$ cat src/rtl/alu_pkg.sv
// Shared opcodes, FSM states and flag layout for alu_seq and its multiplier.
package alu_pkg;

    localparam logic [3:0] OP_PASS_A = 4'b0000;
    localparam logic [3:0] OP_PASS_B = 4'b0001;
    localparam logic [3:0] OP_NEG_A  = 4'b0010;
    localparam logic [3:0] OP_NEG_B  = 4'b0011;
    localparam logic [3:0] OP_CMP_GT = 4'b0100;
    localparam logic [3:0] OP_XNOR   = 4'b0101;
    localparam logic [3:0] OP_ADD    = 4'b0110;
    localparam logic [3:0] OP_SUB    = 4'b0111;
    localparam logic [3:0] OP_MUL    = 4'b1000;

    typedef enum logic [1:0] {
        IDLE = 2'd0,
        EXEC = 2'd1,
        BUSY = 2'd2,
        DONE = 2'd3
    } state_t;

    localparam int unsigned FLAG_ZERO    = 0;
    localparam int unsigned FLAG_NEG     = 1;
    localparam int unsigned FLAG_CARRY   = 2;
    localparam int unsigned FLAG_OVF     = 3;
    localparam int unsigned FLAG_ILLEGAL = 4;
    localparam int unsigned FLAG_COUNT   = 5;

    typedef logic [FLAG_COUNT-1:0] flags_t;

    function automatic flags_t pack_flags(
        input logic zero,
        input logic neg,
        input logic carry,
        input logic ovf,
        input logic illegal
    );
        flags_t f;
        f               = '0;
        f[FLAG_ZERO]    = zero;
        f[FLAG_NEG]     = neg;
        f[FLAG_CARRY]   = carry;
        f[FLAG_OVF]     = ovf;
        f[FLAG_ILLEGAL] = illegal;
        return f;
    endfunction

endpackage

$ cat src/rtl/alu_seq_mul.sv
// Iterative shift-add unsigned multiplier: one partial product per cycle,
// done pulses during the final iteration with the finished product on product.
module alu_seq_mul #(
    parameter int WIDTH      = 6,
    parameter int MUL_CYCLES = WIDTH
) (
    input  logic                 clk,
    input  logic                 rst_n,
    input  logic                 start,
    input  logic [WIDTH-1:0]     a,
    input  logic [WIDTH-1:0]     b,
    output logic                 done,
    output logic [2*WIDTH-1:0]   product
);

    localparam int CW = $clog2(MUL_CYCLES + 1);

    logic [2*WIDTH-1:0] acc;
    logic [2*WIDTH-1:0] mcand;
    logic [WIDTH-1:0]   mplier;
    logic [CW-1:0]      cnt;
    logic               busy;

    // product is the accumulator after this cycle's step, so the caller can
    // capture it on the same edge that retires the last iteration.
    always_comb begin
        product = acc + (mplier[0] ? mcand : '0);
        done    = busy && (cnt == CW'(MUL_CYCLES - 1));
    end

    always_ff @(posedge clk or negedge rst_n) begin
        if (!rst_n) begin
            acc    <= '0;
            mcand  <= '0;
            mplier <= '0;
            cnt    <= '0;
            busy   <= 1'b0;
        end else if (start) begin
            acc    <= '0;
            mcand  <= {{WIDTH{1'b0}}, a};
            mplier <= b;
            cnt    <= '0;
            busy   <= 1'b1;
        end else if (busy) begin
            acc    <= product;
            mcand  <= mcand << 1;
            mplier <= mplier >> 1;
            cnt    <= cnt + CW'(1);
            if (done) begin
                busy <= 1'b0;
            end
        end
    end

endmodule

$ cat src/rtl/alu_seq.sv
// Registered ALU with valid/ready handshakes and status flags.
// Define ALU_SEQ_MUL_EN to compile in the multi-cycle multiplier (opcode 1000).
module alu_seq
    import alu_pkg::*;
#(
    parameter int WIDTH      = 6,
    parameter int MUL_CYCLES = WIDTH
) (
    input  logic             clk,
    input  logic             rst_n,
    input  logic             in_valid,
    output logic             in_ready,
    input  logic [WIDTH-1:0] a,
    input  logic [WIDTH-1:0] b,
    input  logic [3:0]       fxn,
    output logic             out_valid,
    input  logic             out_ready,
    output logic [WIDTH-1:0] x,
    output logic             zero,
    output logic             neg,
    output logic             carry,
    output logic             ovf,
    output logic             illegal
);

    localparam logic [WIDTH-1:0] MSB_ONLY = {1'b1, {(WIDTH-1){1'b0}}};

    state_t             state;
    state_t             state_next;
    logic               accept;
    logic               is_mul;
    logic [WIDTH-1:0]   op_a;
    logic [WIDTH-1:0]   op_b;
    logic [3:0]         op_f;
    logic [WIDTH-1:0]   alu_x;
    flags_t             alu_flags;
    flags_t             mul_flags;
    flags_t             flags;
    logic               mul_done;
    logic [2*WIDTH-1:0] mul_product;
    logic [WIDTH:0]     sum;
    logic [WIDTH:0]     diff;
    logic               alu_carry;
    logic               alu_ovf;
    logic               alu_illegal;

`ifdef ALU_SEQ_MUL_EN
    always_comb begin
        is_mul = (fxn == OP_MUL);
    end

    alu_seq_mul #(
        .WIDTH      (WIDTH),
        .MUL_CYCLES (MUL_CYCLES)
    ) u_mul (
        .clk     (clk),
        .rst_n   (rst_n),
        .start   (accept && is_mul),
        .a       (a),
        .b       (b),
        .done    (mul_done),
        .product (mul_product)
    );
`else
    always_comb begin
        is_mul      = 1'b0;
        mul_done    = 1'b0;
        mul_product = '0;
    end
`endif

    always_comb begin
        in_ready  = (state == IDLE) || ((state == DONE) && out_ready);
        accept    = in_valid && in_ready;
        out_valid = (state == DONE);
    end

    always_comb begin
        state_next = state;
        case (state)
            IDLE: begin
                if (accept) begin
                    state_next = is_mul ? BUSY : EXEC;
                end
            end
            EXEC: state_next = DONE;
            BUSY: begin
                if (mul_done) begin
                    state_next = DONE;
                end
            end
            DONE: begin
                if (out_ready) begin
                    if (accept) begin
                        state_next = is_mul ? BUSY : EXEC;
                    end else begin
                        state_next = IDLE;
                    end
                end
            end
            default: state_next = IDLE;
        endcase
    end

    always_ff @(posedge clk or negedge rst_n) begin
        if (!rst_n) begin
            state <= IDLE;
        end else begin
            state <= state_next;
        end
    end

    always_comb begin
        alu_x       = '0;
        alu_carry   = 1'b0;
        alu_ovf     = 1'b0;
        alu_illegal = 1'b0;
        sum         = {1'b0, op_a} + {1'b0, op_b};
        diff        = {1'b0, op_a} - {1'b0, op_b};
        case (op_f)
            OP_PASS_A: alu_x = op_a;
            OP_PASS_B: alu_x = op_b;
            OP_NEG_A: begin
                alu_x   = '0 - op_a;
                alu_ovf = (op_a == MSB_ONLY);
            end
            OP_NEG_B: begin
                alu_x   = '0 - op_b;
                alu_ovf = (op_b == MSB_ONLY);
            end
            OP_CMP_GT: alu_x = {{(WIDTH-1){1'b0}}, (op_a > op_b)};
            OP_XNOR:   alu_x = ~(op_a ^ op_b);
            OP_ADD: begin
                alu_x     = sum[WIDTH-1:0];
                alu_carry = sum[WIDTH];
                alu_ovf   = (op_a[WIDTH-1] == op_b[WIDTH-1]) &&
                            (sum[WIDTH-1] != op_a[WIDTH-1]);
            end
            OP_SUB: begin
                alu_x     = diff[WIDTH-1:0];
                alu_carry = diff[WIDTH];
                alu_ovf   = (op_a[WIDTH-1] != op_b[WIDTH-1]) &&
                            (diff[WIDTH-1] != op_a[WIDTH-1]);
            end
            // MUL only reaches this path when the multiplier is compiled out.
            default: alu_illegal = 1'b1;
        endcase
        alu_flags = pack_flags(alu_x == '0, alu_x[WIDTH-1], alu_carry, alu_ovf, alu_illegal);
        mul_flags = pack_flags(mul_product[WIDTH-1:0] == '0, mul_product[WIDTH-1],
                               |mul_product[2*WIDTH-1:WIDTH], 1'b0, 1'b0);
    end

    always_ff @(posedge clk or negedge rst_n) begin
        if (!rst_n) begin
            op_a  <= '0;
            op_b  <= '0;
            op_f  <= '0;
            x     <= '0;
            flags <= '0;
        end else begin
            if (accept) begin
                op_a <= a;
                op_b <= b;
                op_f <= fxn;
            end
            if (state == EXEC) begin
                x     <= alu_x;
                flags <= alu_flags;
            end else if ((state == BUSY) && mul_done) begin
                x     <= mul_product[WIDTH-1:0];
                flags <= mul_flags;
            end
        end
    end

    always_comb begin
        zero    = flags[FLAG_ZERO];
        neg     = flags[FLAG_NEG];
        carry   = flags[FLAG_CARRY];
        ovf     = flags[FLAG_OVF];
        illegal = flags[FLAG_ILLEGAL];
    end

endmodule

$ cat config.mk
export PLATFORM = sky130hd
export DESIGN_NAME = alu_seq
export DESIGN_NICKNAME = d
export VERILOG_FILES = /design/src/rtl/alu_pkg.sv /design/src/rtl/alu_seq_mul.sv /design/src/rtl/alu_seq.sv
export SDC_FILE = /design/constraint.sdc
export NUM_CORES = 1
export LEC_CHECK = 0
export CAP_MARGIN = 20
export CORE_AREA = 2 2 71 73
export DETAILED_ROUTE_END_ITERATION = 10
export DIE_AREA = 0 0 73 75
export GPL_ROUTABILITY_DRIVEN = 0
export MAX_ROUTING_LAYER = met4
export PLACE_DENSITY = 0.7
export SLEW_MARGIN = 40
export SYNTH_ARGS = -nofsm -noshare
export SYNTH_HDL_FRONTEND = slang
export SYNTH_SLANG_ARGS = --single-unit
$ cat constraint.sdc
create_clock -name clk -period 4.8 [get_ports clk]
set_clock_uncertainty 0.15 [all_clocks]
set_input_delay 0.48 -clock clk [delete_from_list [all_inputs] [get_ports clk]]
set_output_delay 0.48 -clock clk [all_outputs]
set_load 0.1 [all_outputs]
==> impl_metrics.json <==
{
  "status": "finished clean",
  "start_util_pct": 48.7,
  "die_x_um": 73,
  "ys_warn_count": 0,
  "grt_first_pass_wirelength_um": 8710,
  "synth_cell_types": 56,
  "dieArea_sq_um": 5480,
  "grt_usage_pct": 21.3,
  "slew_violations": 0,
  "pin_count": 33,
  "cts_buffers": 3,
  "r2r-end": "flags[0]$_DFFE_PN0N_",
  "setup_violations": 0,
  "fillers": 432,
  "synth_compound_area_share_pct": 16.2,
  "rows": 25,
  "r2r-start": "op_f[0]$_DFFE_PN0P_",
  "drt_wl_total_um": 5160,
  "hold_path.class": "flop to flop",
  "gr-total-overflow": 0,
  "cts_sinks": 28,
  "synthesis.nets": 286,
  "grt_setup_unrepaired": "false",
  "synth_seq_cells": 28,
  "async_flop_share_pct": 100,
  "vias": 1912,
  "min_period_ns": 3.07,
  "slew_headroom_pct": 51.3,
  "antenna_found_initial": 0,
  "first_global_vias": 1753,
  "syn_area_sq_um": 2270,
  "h-tree-depth": 1,
  "r2r_setup_slack_ns": 1.73,
  "worstPathRequired_ns": 4.83,
  "path_clk_slew_ns": 0.09,
  "final-instance-count-excl-fill": 326,
  "postCtsSetupBuffers": 0,
  "tns_ns": 0,
  "via_per_inst": 5.87,
  "ctsResizeCount": 0,
  "holdPathStages": 2,
  "hp-start": "x[0]$_DFFE_PN0N_",
  "cts_tree": "yes",
  "fmax_mhz": 325,
  "avgRoutedWirePerCell_um": 15.8,
  "synth_xor_area_share_pct": 3.09,
  "hpwlAfterDp_um": 4010,
  "drc_errors": 0,
  "synth.area.mux_share_pct": 13.8,
  "synth_cells": 251,
  "postCtsHoldBufs": 0,
  "drt_iter0_markers": 105,
  "fp.coreArea_sq_um": 4660,
  "antenna_left": 0,
  "crit_path_start_kind": "flop",
  "port_buffers": 32,
  "clk_latency_ns": 0.27,
  "setup.worst_path.class": "flop to flop",
  "ctsRootBufferMaster": "clkbuf_8",
  "diodes": 0,
  "hold_viol_final": 0,
  "period_share_pct": 64.0,
  "firstDrtPassIters": 4,
  "rr_worst_depth": 10,
  "place_inst": 323,
  "grt_max_degree": 29,
  "clockBufferDepth": 2,
  "synth_edf_count": 0,
  "max_cap_violations": 0,
  "chipHeight_um": 75,
  "synth_flop_cell": "dfrtp_1",
  "synth_adder_area_share_pct": 8.94,
  "synthSimpleGateAreaFrac_pct": 21.1,
  "tightest_slew_ns": 0.728,
  "hold_path_end": "x[0]$_DFFE_PN0N_",
  "synth-seq-area-share_pct": 30.9,
  "syn-mean-instance-area_sq_um": 9.04,
  "crit_fanout": 18,
  "synth_top_family_by_area": "simple AND/OR/NAND/NOR gates",
  "crit_path_end_kind": "flop",
  "synthToLayoutAreaGrowth_pct": 12.9,
  "nNetsFinal": 309,
  "drive_gt1_share_pct": 16.2,
  "arrival_ns": 3.10
}
state kept, by name, summed over array words and instances (netlist names):
signal,flops
flags,5
x,5
op_a,6
op_b,6
state,2
op_f,4
critical path: stages (launching register included):
cell,delay [ns]
dfrtp_1,0.70
nand4bb_1,0.52
nor2_1,0.23
a21oi_1,0.07
ha_1,0.32
nor2b_1,0.13
o21ai_1,0.14
o311ai_1,0.13
nor4_1,0.21
nand2_1,0.10
o41ai_2,0.26
synthesized netlist by cell type, drive strengths merged, types with 3 or more instances:
library cell | instances | area (sq um)
nand3 | 5 | 25.0
nor3b | 6 | 45.0
o22ai | 3 | 18.8
nand2b | 5 | 31.3
o21ai | 14 | 70.1
mux2 | 23 | 263
nor3 | 8 | 40.0
nand2 | 19 | 71.3
or3 | 3 | 18.8
clkbuf | 4 | 15.0
nor2b | 3 | 18.8
and3 | 4 | 25.0
buf | 11 | 65.1
dfrtp | 28 | 701
nor2 | 16 | 60.1
nand4 | 3 | 18.8
mux2i | 5 | 50.1
inv | 15 | 56.3
ha | 13 | 163
xor2 | 6 | 52.6
a21oi | 9 | 45.0
nor4 | 5 | 31.3
routing by layer:
metal / part of all wire, % / GRT usage, % / up-vias
met2: 47 / 33.0 / 54
li1: - / - / 950
met3: 4.6 / 3.21 / 6
met4: 0.99 / 4.32 / 0
met5: 0 / - / -
met1: 47 / 29.8 / 902
area by class of cell:
cell class                 count  area [sq um]  share of cell area, %
clock buffer                   3          41.3                   1.61
inverter                      15          56.3                   2.20
multi-input combinational    193          1430                   55.9
timing repair buffer          33           263                   10.3
tap                           54          67.6                   2.64
sequential                    28           701                   27.4
cell families (layout without fill, tap and decap cells):
kind of cell,after synthesis,in the layout
muxes,28,28
xor gates and xnor gates,8,8
adders and majority gates,15,15
AOI/OAI and AO/OA,54,54
buffers and inverters,30,51
DFF,28,28
and+or+nand+nor,88,88
metrics by stage:
| step | hold slack [ns] | setup slack [ns] | cell area [sq um] | util, % |
|---|---|---|---|---|
| 6_report | 0.329 | 1.73 | 2560 | 54.9 |
| 5_1_grt | 0.351 | 1.44 | 2560 | 54.9 |
| 4_1_cts | 0.333 | 1.73 | 2560 | 54.9 |
| 3_5_place_dp | 0.316 | 1.78 | 2520 | 54.0 |
| 3_3_place_gp | 0.312 | 1.86 | 2580 | 55.4 |
| 2_1_floorplan | 0.0344 | 0.705 | 2270 | - |
cells in the final DEF, fill, tap and decap left out, drive strengths merged, types with 3 or more instances in the layout:
cell type      count
a21oi              9
and3               4
buf               14
clkbuf             3
clkdlybuf4s50     19
dfrtp             28
ha                13
inv               15
mux2              23
mux2i              5
nand2             19
nand2b             5
nand3              5
nand4              3
nor2              16
nor2b              3
nor3               8
nor3b              6
nor4               5
o21ai             14
o22ai              3
or3                3
xor2               6
worst max-delay path by stage:
stage	startpoint	endpoint	depth (start not counted)
after floorplan	state[0]$_DFFE_PN0P_	op_a[0]$_DFFE_PN0P_	4
after global placement	op_f[0]$_DFFE_PN0P_	flags[0]$_DFFE_PN0N_	10
after detailed placement	op_f[0]$_DFFE_PN0P_	flags[0]$_DFFE_PN0N_	10
after CTS	op_f[0]$_DFFE_PN0P_	flags[0]$_DFFE_PN0N_	10
after global routing	op_f[0]$_DFFE_PN0P_	flags[0]$_DFFE_PN0N_	10
final	op_f[0]$_DFFE_PN0P_	flags[0]$_DFFE_PN0N_	10
Power is not shown: default switching activity piles up to over one toggle a cycle in this logic, so the estimate is an artifact.
